<file path="src/rtl/lru_refill_ctrl_if.sv">
// Lookup, refill-memory and LRU-update signals of the refill controller.
// Handshakes: o_mem_req is a request that stays asserted with a stable
// o_mem_addr_7 until the memory answers with a one-cycle i_mem_ack; after
// that, each cycle with i_mem_beat_valid=1 is one accepted fill beat (no
// back-pressure). Upstream may present a lookup only while o_busy=0;
// lookups seen while o_busy=1 are dropped.
interface lru_refill_ctrl_if;
  logic       i_lookup_valid;
  logic       i_hit_sig;
  logic [7:0] i_hit_way_8;
  logic [6:0] i_addr_7;
  logic [7:0] i_lru_flag_8;
  logic       o_busy;
  logic       o_mem_req;
  logic [6:0] o_mem_addr_7;
  logic       i_mem_ack;
  logic       i_mem_beat_valid;
  logic [7:0] o_fill_way_8;
  logic       o_fill_done;
  logic       o_upd_valid;
  logic [7:0] o_upd_way_8;
  logic [6:0] o_upd_addr_7;

  // Controller side
  modport slave (
    input  i_lookup_valid, i_hit_sig, i_hit_way_8, i_addr_7, i_lru_flag_8,
    input  i_mem_ack, i_mem_beat_valid,
    output o_busy, o_mem_req, o_mem_addr_7, o_fill_way_8, o_fill_done,
    output o_upd_valid, o_upd_way_8, o_upd_addr_7
  );

  // Upstream cache / memory side
  modport master (
    output i_lookup_valid, i_hit_sig, i_hit_way_8, i_addr_7, i_lru_flag_8,
    output i_mem_ack, i_mem_beat_valid,
    input  o_busy, o_mem_req, o_mem_addr_7, o_fill_way_8, o_fill_done,
    input  o_upd_valid, o_upd_way_8, o_upd_addr_7
  );
endinterface

</file>
<file path="src/rtl/lru_refill_ctrl.sv">
// Cache refill controller: forwards hits to the LRU buffer as an update,
// and on a miss picks a victim way, requests the line from memory, counts
// BEATS fill beats and then reports the refill done plus an LRU update.
module lru_refill_ctrl #(
  parameter int BEATS = 4
) (
  input  logic               clk,
  input  logic               rst,
  lru_refill_ctrl_if.slave   bus,
  output logic [1:0]         dbg_state
);

  typedef enum logic [1:0] {
    IDLE = 2'd0,
    REQ  = 2'd1,
    FILL = 2'd2,
    DONE = 2'd3
  } state_t;

  localparam logic [4:0] BEATS_C = 5'(BEATS);

  state_t     state_q, state_d;
  logic [4:0] beat_cnt_q;
  logic [6:0] set_q;
  logic [7:0] victim_q;
  logic       hit_q;
  logic [7:0] hit_way_q;
  logic [6:0] hit_addr_q;

  logic       lookup_acc;
  logic       hit_acc;
  logic       miss_acc;
  logic [7:0] lowest_flag;
  logic [7:0] victim_c;
  logic       beat_last;

  logic       busy_c;
  logic       mem_req_c;
  logic [6:0] mem_addr_c;
  logic [7:0] fill_way_c;
  logic       fill_done_c;
  logic       upd_valid_c;
  logic [7:0] upd_way_c;
  logic [6:0] upd_addr_c;

  // Lookups are only taken in IDLE; everything else counts as busy.
  assign lookup_acc = (state_q == IDLE) && bus.i_lookup_valid;
  assign hit_acc    = lookup_acc && bus.i_hit_sig;
  assign miss_acc   = lookup_acc && !bus.i_hit_sig;

  // Isolating the lowest set bit covers both one-hot and multi-hot flags;
  // an empty flag falls back to way 0.
  assign lowest_flag = bus.i_lru_flag_8 & (~bus.i_lru_flag_8 + 8'd1);
  assign victim_c    = (bus.i_lru_flag_8 == 8'h00) ? 8'h01 : lowest_flag;

  assign beat_last = ((beat_cnt_q + 5'd1) == BEATS_C);

  // State register.
  always_ff @(posedge clk) begin
    if (rst) state_q <= IDLE;
    else     state_q <= state_d;
  end

  // Next-state and output decode; hit updates come from the registered pulse.
  always_comb begin
    state_d     = state_q;
    busy_c      = 1'b1;
    mem_req_c   = 1'b0;
    mem_addr_c  = 7'd0;
    fill_way_c  = victim_q;
    fill_done_c = 1'b0;
    upd_valid_c = hit_q;
    upd_way_c   = hit_way_q;
    upd_addr_c  = hit_addr_q;
    case (state_q)
      IDLE: begin
        busy_c     = 1'b0;
        fill_way_c = 8'h00;
        if (miss_acc) state_d = REQ;
      end
      REQ: begin
        mem_req_c  = 1'b1;
        mem_addr_c = set_q;
        if (bus.i_mem_ack) state_d = FILL;
      end
      FILL: begin
        if (bus.i_mem_beat_valid && beat_last) state_d = DONE;
      end
      DONE: begin
        fill_done_c = 1'b1;
        upd_valid_c = 1'b1;
        upd_way_c   = victim_q;
        upd_addr_c  = set_q;
        state_d     = IDLE;
      end
      default: state_d = IDLE;
    endcase
  end

  // Miss context, beat counter and the one-cycle-delayed hit update.
  always_ff @(posedge clk) begin
    if (rst) begin
      beat_cnt_q <= 5'd0;
      set_q      <= 7'd0;
      victim_q   <= 8'h00;
      hit_q      <= 1'b0;
      hit_way_q  <= 8'h00;
      hit_addr_q <= 7'd0;
    end else begin
      hit_q      <= hit_acc;
      hit_way_q  <= hit_acc ? bus.i_hit_way_8 : 8'h00;
      hit_addr_q <= hit_acc ? bus.i_addr_7 : 7'd0;
      if (miss_acc) begin
        set_q    <= bus.i_addr_7;
        victim_q <= victim_c;
      end
      if (state_q == REQ && bus.i_mem_ack)
        beat_cnt_q <= 5'd0;
      else if (state_q == FILL && bus.i_mem_beat_valid)
        beat_cnt_q <= beat_cnt_q + 5'd1;
      else if (state_q == DONE)
        beat_cnt_q <= 5'd0;
    end
  end

  assign bus.o_busy       = busy_c;
  assign bus.o_mem_req    = mem_req_c;
  assign bus.o_mem_addr_7 = mem_addr_c;
  assign bus.o_fill_way_8 = fill_way_c;
  assign bus.o_fill_done  = fill_done_c;
  assign bus.o_upd_valid  = upd_valid_c;
  assign bus.o_upd_way_8  = upd_way_c;
  assign bus.o_upd_addr_7 = upd_addr_c;
  assign dbg_state        = state_q;

endmodule

</file>
<file path="src/flat_wrapper.sv">
// flat-port wrapper written by rule: the top's interface ports become plain ports
module lru_refill_ctrl_flat 
#(
  parameter int BEATS = 4
)
  (clk, rst, dbg_state, bus_i_lookup_valid, bus_i_hit_sig, bus_i_hit_way_8, bus_i_addr_7, bus_i_lru_flag_8, bus_i_mem_ack, bus_i_mem_beat_valid, bus_o_busy, bus_o_mem_req, bus_o_mem_addr_7, bus_o_fill_way_8, bus_o_fill_done, bus_o_upd_valid, bus_o_upd_way_8, bus_o_upd_addr_7);
  lru_refill_ctrl_if bus_i ();
  input  logic clk;
  input  logic rst;
  output logic [1:0] dbg_state;
  input wire logic [$bits(bus_i.i_lookup_valid)-1:0] bus_i_lookup_valid;
  input wire logic [$bits(bus_i.i_hit_sig)-1:0] bus_i_hit_sig;
  input wire logic [$bits(bus_i.i_hit_way_8)-1:0] bus_i_hit_way_8;
  input wire logic [$bits(bus_i.i_addr_7)-1:0] bus_i_addr_7;
  input wire logic [$bits(bus_i.i_lru_flag_8)-1:0] bus_i_lru_flag_8;
  input wire logic [$bits(bus_i.i_mem_ack)-1:0] bus_i_mem_ack;
  input wire logic [$bits(bus_i.i_mem_beat_valid)-1:0] bus_i_mem_beat_valid;
  output wire logic [$bits(bus_i.o_busy)-1:0] bus_o_busy;
  output wire logic [$bits(bus_i.o_mem_req)-1:0] bus_o_mem_req;
  output wire logic [$bits(bus_i.o_mem_addr_7)-1:0] bus_o_mem_addr_7;
  output wire logic [$bits(bus_i.o_fill_way_8)-1:0] bus_o_fill_way_8;
  output wire logic [$bits(bus_i.o_fill_done)-1:0] bus_o_fill_done;
  output wire logic [$bits(bus_i.o_upd_valid)-1:0] bus_o_upd_valid;
  output wire logic [$bits(bus_i.o_upd_way_8)-1:0] bus_o_upd_way_8;
  output wire logic [$bits(bus_i.o_upd_addr_7)-1:0] bus_o_upd_addr_7;
  assign bus_i.i_lookup_valid = bus_i_lookup_valid;
  assign bus_i.i_hit_sig = bus_i_hit_sig;
  assign bus_i.i_hit_way_8 = bus_i_hit_way_8;
  assign bus_i.i_addr_7 = bus_i_addr_7;
  assign bus_i.i_lru_flag_8 = bus_i_lru_flag_8;
  assign bus_i.i_mem_ack = bus_i_mem_ack;
  assign bus_i.i_mem_beat_valid = bus_i_mem_beat_valid;
  assign bus_o_busy = bus_i.o_busy;
  assign bus_o_mem_req = bus_i.o_mem_req;
  assign bus_o_mem_addr_7 = bus_i.o_mem_addr_7;
  assign bus_o_fill_way_8 = bus_i.o_fill_way_8;
  assign bus_o_fill_done = bus_i.o_fill_done;
  assign bus_o_upd_valid = bus_i.o_upd_valid;
  assign bus_o_upd_way_8 = bus_i.o_upd_way_8;
  assign bus_o_upd_addr_7 = bus_i.o_upd_addr_7;
  lru_refill_ctrl #(.BEATS(BEATS)) u_core (.clk(clk), .rst(rst), .bus(bus_i), .dbg_state(dbg_state));
endmodule
</file>
<file path="config.mk">
export PLATFORM = sky130hd
export DESIGN_NAME = lru_refill_ctrl_flat
export DESIGN_NICKNAME = d
export VERILOG_FILES = /design/src/rtl/lru_refill_ctrl_if.sv /design/src/rtl/lru_refill_ctrl.sv /design/src/flat_wrapper.sv
export SDC_FILE = /design/constraint.sdc
export NUM_CORES = 1
export LEC_CHECK = 0
export BUFFER_PORTS_ARGS = -buffer_cell sky130_fd_sc_hd__buf_2
export CORE_MARGIN = 10
export CORE_UTILIZATION = 35
export CTS_BUF_LIST = sky130_fd_sc_hd__clkbuf_4 sky130_fd_sc_hd__clkbuf_8
export DETAILED_ROUTE_END_ITERATION = 10
export PLACE_DENSITY = 0.65
export SYNTH_ARGS = -nofsm -noshare
export SYNTH_HDL_FRONTEND = slang
export SYNTH_SLANG_ARGS = --single-unit
</file>
<file path="constraint.sdc">
create_clock -name clk -period 1.5 [get_ports clk]
set_input_delay 0.15 -clock clk [delete_from_list [all_inputs] [get_ports clk]]
set_output_delay 0.15 -clock clk [all_outputs]
set_load 0.03 [all_outputs]
</file>
# Word-level counts from Yosys, hierarchy flattened
# Cells that the tools add are included.
# word_totals
register_bits	38
inputBits	29
wordCells	47
# classes
n_addsub	2
n_eq_ne	7
muxes	15
bitwise	3
n_reduce_logical	13
# ops
op	count
$mux W8	3
$mux W7	2
$mux W5	2
$add A8 B1 Y8 const B	1
$and A8 B8 Y8	1
$logic_not A8 Y1	1
$not A8 Y8	1
$pmux W2 S4	1
$logic_and A1 B1 Y1	6
$mux W2	3
$add A5 B1 Y5 const B	1
$eq A5 B3 Y1 const B	1
$eq A2 B2 Y1 const B	2
$mux W1	4
$ne A2 B1 Y1 const B	2
$reduce_or A2 Y1	2
$reduce_and A3 Y1	1
$eq A2 B1 Y1 const B	1
$logic_not A2 Y1	1
$ne A2 B2 Y1 const B	1
$reduce_bool A2 Y1	1
$logic_not A1 Y1	1
$not A1 Y1	1

# Depth between registers and ports, before layout
# Gate-level depths: netlist (run 1).
# depth
ltp_word	5
mapped_depth	7
depth_no_buf	6

# Worst setup path after synthesis (run 1)
# Ideal clock, no wire load.
# synth_path
kind	register -> output
start	register u_core.state_q[1] (netlist: u_core.dbg_state[1])
end	output bus_o_upd_addr_7[0]
t_arrival_ns	1.863
slack_ns	-0.513
stages_incl_launch_ff	5
n_path_buf	2
cell_sequence	dfxtp_1 > ha_1 > buf_2 > buf_2 > mux2_2
# synth_between
elab_chain_cells	2
# synth_lines
item	line	text
start: declaration	lru_refill_ctrl.sv:22	state_t state_q, state_d;
start signal: assignment	lru_refill_ctrl.sv:61	else state_q <= state_d;
$eq A2 B2 Y1	lru_refill_ctrl.sv:75	case (state_q)
$mux W7	lru_refill_ctrl.sv:75	
end: declaration	flat_wrapper.sv:25	output wire logic [$bits(bus_i.o_upd_addr_7)-1:0] bus_o_upd_addr_7;
# No other way between the ends.

# Worst setup path in the final report (run 1)
# layout_path
start	register u_core.state_q[1] (netlist: u_core.dbg_state[1])
end	output bus_o_upd_way_8[5]
# layout_between
elab_chain_cells	2
# layout_lines
item	line	text
$eq A2 B2 Y1	lru_refill_ctrl.sv:75	
$mux W8	lru_refill_ctrl.sv:75	
end: declaration	flat_wrapper.sv:24	output wire logic [$bits(bus_i.o_upd_way_8)-1:0] bus_o_upd_way_8;
# No other way between the ends.

==> metrics.yaml, run 1 <==
routing:
  vias: 1621
  drt_first_iter_violations: 55
  ant_nets: 0
  wl_mm: 5.37
  route.detailed.drc: 0
  viasPerCell: 4.78
  wl_per_cell_um: 15.8
  drtPass1Iterations: 4
power:
  switching_share: 0.354
  power_density_mw_per_mm2: 1410
  cellInternalPower_mw: 2.58
  clkPwrFrac: 0.263
  power.leakage_nw: 1.21
  power.total_mw: 4.00
  power_frac_seq: 0.298
  peakVddDrop_mv: 0.750
  power_frac_comb: 0.439
  power_switching_mw: 1.42
logic_synthesis:
  synth_top_cell_area_share: 0.433
  synth_cells: 191
  synth-seq-area-share: 0.433
  synth.largest_area_cell: "dfxtp_1"
  synth_area_leaders: "dfxtp_1, mux2_2, and2_1, ha_1, nand2_1"
  syn_area_mm2: 0.00176
  yosysWarnings: 0
  synth_edf_count: 0
  ys_types: 36
  ys_seq_elements: 38
  async_reset_ff_frac: 0
  yosysMostFrequentCell: "dfxtp_1"
  synth_nets: 227
  yosys-top-cells-count: "dfxtp_1, and2_1, nand2_1"
  synth_flop_cell: "dfxtp_1"
  syn_avg_cell_area_um2: 9.20
worst_setup_path:
  cp.required_ns: 1.35
  cp-start-kind: "flop"
  max_stage_delay_ns: 0.38
  critPathMaxFanout: 10
  arrival_ns: 1.48
  worstPathCellList: "ha_4, buf_12, mux2_2, buf_6"
  cpMaxStageDelayCell: "dfxtp_4"
  crit_type: "reg2out"
  endpoint_kind: "primary output"
timing:
  layout_min_cycle_time_ns: 1.63
  holdWs_ns: 0.0525
  slew_headroom: 0.725
  rsz0062_at_grt: "yes"
  worst_pin_slew_ns: 0.412
  max_freq_mhz: 614
  finalSetupTns_ns: -1.88
  slew_viol_final: 0
  setup_violations: 29
  setup_ws_ns: -0.128
  hold_viol_final: 0
  clock_skew_ns: 0.00378
  post-route-period-util: 1.09
cells_and_area:
  layout-drive-gt1-share: 0.522
  fin_cells: 339
  fin_area_mm2: 0.00283
  nFillCells: 418
  num_antenna_cells: 0
  syn2layout_area_growth_pct: 61.0
  fin_nets: 307
  utilization: 0.591
cts:
  worstSkewPairLatency_ns: 0.30
  cts.htree.levels: 2
  clockBufferDepth: 2
  cts_made_buffers: 5
  cts-root-buf: "clkbuf_8"
  cts_sinks: 38
  clk_pin_slew_ns: 0.08
  cts_tree: "done"
floorplanning:
  die_y_um: 90.8
  die_area_mm2: 0.00825
  chipWidth_um: 90.8
  initial_core_util: 0.367
  io_pins: 65
  rows: 25
  core_region_area_mm2: 0.00479
placement:
  pre_cts_slack_ns: 0.0359
  place_inst: 321
  dp_hpwl_mm: 3.55
  io_buffers: 64
  place_congestion: 0.877
  placed_area_mm2: 0.00222
flow_run:
  drv_cap: 0
global_route:
  grt_max_degree: 21
  grt_usage: 0.128
  grt_first_pass_wirelength_mm: 8.60
  antenna_found_initial: 0
  grt_pass1_vias: 1741
  grt_remaining_overflow: 0
hold_path:
  hp-class: "in2reg"
outcome:
  outcome: "complete, but fails checks"
  violations: "negative setup slack"
## cells in the final DEF (no fill, tap or decap), drive strengths merged, types with 2 or more instances in the layout
cell    instances
buf            81
nor2           13
clkbuf          5
nand2          23
nand2b          3
and2           23
o21ai           2
a21oi          14
nand3b          4
nor3            4
a32oi           2
nand3           3
nor3b           2
a21o            2
bufinv          2
mux2           16
inv             4
ha              7
dfxtp          38
nor2b          10
## routing by layer
layer  GRT usage  vias to the layer above  wire (um)
met5           0                        -          0
met2       0.221                       52       2770
met4      0.0470                        0         78
met1       0.137                      758       2110
met3      0.0540                        9        404
li1            -                      802          -
## power groups by stage
stage | Sequential, mW | Combinational [mW] | Clock [mW]
2_1_floorplan | 1.25 | 0.782 | 0
3_3_place_gp | 1.21 | 1.15 | 0
3_5_place_dp | 1.22 | 1.16 | 0
4_1_cts | 1.19 | 1.57 | 1.06
5_1_grt | 1.21 | 1.88 | 1.11
6_report | 1.19 | 1.76 | 1.05
## path summary, 6_finish.rpt
check	slack, ns	from	to	cells past startpoint
worst max-delay path	-0.13	u_core.dbg_state[1]$_SDFFE_PP0P_	bus_o_upd_way_8[5]	4
worst min-delay path	0.05	bus_i_hit_way_8[6]	u_core.hit_way_q[6]$_SDFF_PP0_	2
worst max register to register	-0.01	u_core.dbg_state[0]$_SDFFE_PP0P_	u_core.hit_way_q[0]$_SDFF_PP0_	7
worst min register to register	0.47	u_core.victim_q[3]$_SDFFE_PP0P_	u_core.victim_q[3]$_SDFFE_PP0P_	2
## sequential cells by signal, summed over array words and instances (netlist names)
name / flops
u_core.dbg_state: 2
u_core.hit_way_q: 8
u_core.hit_addr_q: 7
u_core.victim_q: 8
u_core.set_q: 7
u_core.beat_cnt_q: 5
u_core.hit_q: 1
## what timing repair did
action | in CTS | in global routing
pin swaps | 3 | 1
endpoints found under the setup margin | 32 | 51
resized for setup | 75 | 37
buffers inserted | 8 | 0
hold buffers | 0 | 0
cloned | 1 | 1
## cell type report
cell class	instances	area [um2]	share of cell area
Clock buffer	5	68.8	0.0243
Clock inverter	3	68.8	0.0243
Inverter	4	15.0	0.00531
Multi-Input combinational cell	141	1130	0.399
Sequential cell	38	771	0.272
Tap cell	67	83.8	0.0296
Timing Repair Buffer	81	692	0.245
## kinds of logic (layout without fill, tap and decap cells)
group | Yosys count | in the layout | share of synthesized area
and+or+nand+nor | 90 | 90 | 0.284
DFF | 38 | 38 | 0.433
AOI/OAI and AO/OA | 25 | 25 | 0.0862
muxes | 17 | 17 | 0.108
buffers and inverters | 12 | 93 | 0.0285
adders and majority gates | 7 | 7 | 0.0499
xor gates and xnor gates | 2 | 2 | 0.00997
## critical path, delay by kind of cell (launching register included)
family / cells / cell delay [ns]
adder cells (fa/ha/maj): 1 / 0.16
buffers and inverters: 2 / 0.28
flip-flops: 1 / 0.38
multiplexers: 1 / 0.35
Power figures use the tool's default switching activity.
==> run 2, diff against run 1 <==
Settings changed: CTS_BUF_LIST sky130_fd_sc_hd__clkbuf_4 sky130_fd_sc_hd__clkbuf_8 to sky130_fd_sc_hd__clkbuf_8, PLACE_DENSITY 0.65 to 0.69.
==> run 2 against run 1 <==
- the flow still finishes with violations (negative setup slack)
- hold slack improved by 0.011 ns
- register-to-register slack improved by 0.02 ns
- combinational power up 5%
- cell count rose by 0.59%
- routed wire length grew 0.69%
- sequential cell count unchanged
- die area unchanged
- final area fell by 0.62%
- clock-buffer cell count up 1
- sequential power hardly changed
- maximum frequency rose by 1.2%
- global-route usage shrank 0.10 points
==> metrics.yaml, run 2 (synthesized netlist as in run 1, its figures left out) <==
placement:
  pre_cts_slack_ns: 0.0124  # was 0.0359 ns
  io_buffers: 64  # unchanged
  place_congestion: 0.811  # was 0.877
  dp_hpwl_mm: 3.59  # was 3.55 mm
  placed_area_mm2: 0.00224  # was 0.00222 mm2
  place_inst: 324  # was 321
timing:
  rsz0062_at_grt: "yes"  # unchanged
  slew_headroom: 0.739  # was 0.725
  worst_pin_slew_ns: 0.391  # was 0.412 ns
  clock_skew_ns: 0.00491  # was 0.00378 ns
  hold_viol_final: 0  # unchanged
  slew_viol_final: 0  # unchanged
  max_freq_mhz: 622  # was 614 MHz
  holdWs_ns: 0.0631  # was 0.0525 ns
  setup_violations: 26  # was 29
  layout_min_cycle_time_ns: 1.61  # was 1.63 ns
  post-route-period-util: 1.07  # was 1.09
  setup_ws_ns: -0.108  # was -0.128 ns
  finalSetupTns_ns: -1.59  # was -1.88 ns
worst_setup_path:
  r2r_cells: 7  # unchanged
  crit_type: "reg2out"  # unchanged
  cp-start-kind: "flop"  # unchanged
  crit_start: "u_core.dbg_state[1]$_SDFFE_PP0P_"  # unchanged
  r2r-end: "u_core.victim_q[1]$_SDFFE_PP0P_"  # was u_core.hit_way_q[0]$_SDFF_PP0_
  crit_end: "bus_o_upd_addr_7[2]"  # was bus_o_upd_way_8[5]
  endpoint_kind: "primary output"  # unchanged
  r2r_start: "u_core.dbg_state[0]$_SDFFE_PP0P_"  # unchanged
  cp.required_ns: 1.35  # about the same
  arrival_ns: 1.46  # was 1.48 ns
  max_stage_delay_ns: 0.37  # was 0.38 ns
  worstPathCellList: "ha_4, buf_12, mux2_2, buf_6"  # unchanged
  critPathMaxFanout: 10  # unchanged
  cpMaxStageDelayCell: "dfxtp_4"  # unchanged
  r2r_setup_slack_ns: 0.01  # was -0.01 ns
cells_and_area:
  num_antenna_cells: 0  # unchanged
  fin_nets: 309  # was 307
  layout-drive-gt1-share: 0.511  # was 0.522
  utilization: 0.587  # was 0.591
  fin_cells: 341  # was 339
  final_common_cell: "dfxtp_1"  # unchanged
  final_cell_mix: "dfxtp_1, buf_6, buf_2"  # unchanged
  syn2layout_area_growth_pct: 60.0  # was 61.0%
  fin_area_mm2: 0.00281  # was 0.00283 mm2
  largest_registers: "u_core.hit_way_q: 8 flops, u_core.victim_q: 8 flops"  # unchanged
power:
  peakVddDrop_mv: 0.597  # was 0.750 mV
  power_density_mw_per_mm2: 1330  # was 1410 mW/mm2
  power.leakage_nw: 1.21  # about the same
  power.total_mw: 3.74  # was 4.00 mW
routing:
  route.detailed.drc: 0  # unchanged
  drtPass1Iterations: 4  # unchanged
  vias: 1601  # was 1621
  drt_first_iter_violations: 54  # was 55
  dr_wl_met3_um: 337  # was 404 um
  highest_layer: "met4"  # unchanged
  wl_met2_mm: 2.81  # was 2.77 mm
  wl_mm: 5.41  # was 5.37 mm
  viasPerCell: 4.70  # was 4.78
  wl_per_cell_um: 15.9  # was 15.8 um
  ant_nets: 0  # unchanged
  wl_met1_mm: 2.24  # was 2.11 mm
global_route:
  grt_first_pass_wirelength_mm: 8.55  # was 8.60 mm
  grt_max_degree: 21  # unchanged
  grt_usage: 0.127  # was 0.128
  grt_remaining_overflow: 0  # unchanged
  antenna_found_initial: 0  # unchanged
  grt_pass1_vias: 1665  # was 1741
cts:
  ctsHoldBuffers: 0  # unchanged
  cts.htree.levels: 2  # unchanged
  clk_pin_slew_ns: 0.08  # about the same
  cts-root-buf: "clkbuf_8"  # unchanged
  worstSkewPairLatency_ns: 0.28  # was 0.30 ns
  cts_sinks: 38  # unchanged
  cts_made_buffers: 5  # unchanged
  cts_tree: "done"  # unchanged
  clockBufferDepth: 2  # unchanged
outcome:
  outcome: "complete, but fails checks"  # unchanged
  violations: "negative setup slack"  # unchanged
floorplanning:
  die_y_um: 90.8  # unchanged
  chipWidth_um: 90.8  # unchanged
  core_region_area_mm2: 0.00479  # unchanged
  rows: 25  # unchanged
  initial_core_util: 0.367  # unchanged
  die_area_mm2: 0.00825  # unchanged
  io_pins: 65  # unchanged
hold_path:
  hp-class: "in2reg"  # unchanged
flow_run:
  drv_cap: 0  # unchanged
[run 2: power breakdown]
part | switching (mW) | internal (mW)
sequential | 0.0682 | 1.12
clock | 0.354 | 0.364
combinational | 0.996 | 0.844
total | 1.42 | 2.32
[run 2: what timing repair did]
action / 4_1_cts / 5_1_grt
hold endpoints to repair: 0 / 0
gates cloned: 1 / 0
gates resized for setup: 74 / 34
buffers inserted: 8 / 0
endpoints found under the setup margin: 32 / 37
pin swaps: 5 / 3
[run 2: area by class of cell]
type	count	area, um2
fillers	417	1970
multi-input cells	141	1150
flip-flops and latches	38	768
repair buffers	83	703
well taps	67	83.8
clock buffers	6	82.6
inverters	4	15.0
clock inverters	2	8.76
[run 2: per-layer routing]
layer	GRT usage	up-vias
met5	0	-
met4	0.0235	0
met3	0.0449	2
met2	0.229	54
met1	0.142	736
li1	-	809
[run 2: worst min path at each step]
stage | from | to | slack (ns) | depth (start not counted)
2_1_floorplan | bus_i_addr_7[0] | u_core.hit_addr_q[0]$_SDFF_PP0_ | 0.27 | 1
3_3_place_gp | bus_i_hit_way_8[1] | u_core.hit_way_q[1]$_SDFF_PP0_ | 0.35 | 2
3_5_place_dp | bus_i_hit_way_8[2] | u_core.hit_way_q[2]$_SDFF_PP0_ | 0.35 | 2
4_1_cts | bus_i_hit_way_8[2] | u_core.hit_way_q[2]$_SDFF_PP0_ | 0.06 | 2
5_1_grt | bus_i_hit_way_8[3] | u_core.hit_way_q[3]$_SDFF_PP0_ | 0.05 | 2
6_report | bus_i_hit_way_8[0] | u_core.hit_way_q[0]$_SDFF_PP0_ | 0.06 | 2
[run 2: critical path: cells and delay by family, from the launching register on]
family | cells | cell delay (ns)
adder cells (fa/ha/maj) | 1 | 0.16
buffers and inverters | 2 | 0.28
multiplexers | 1 | 0.35
flip-flops | 1 | 0.37
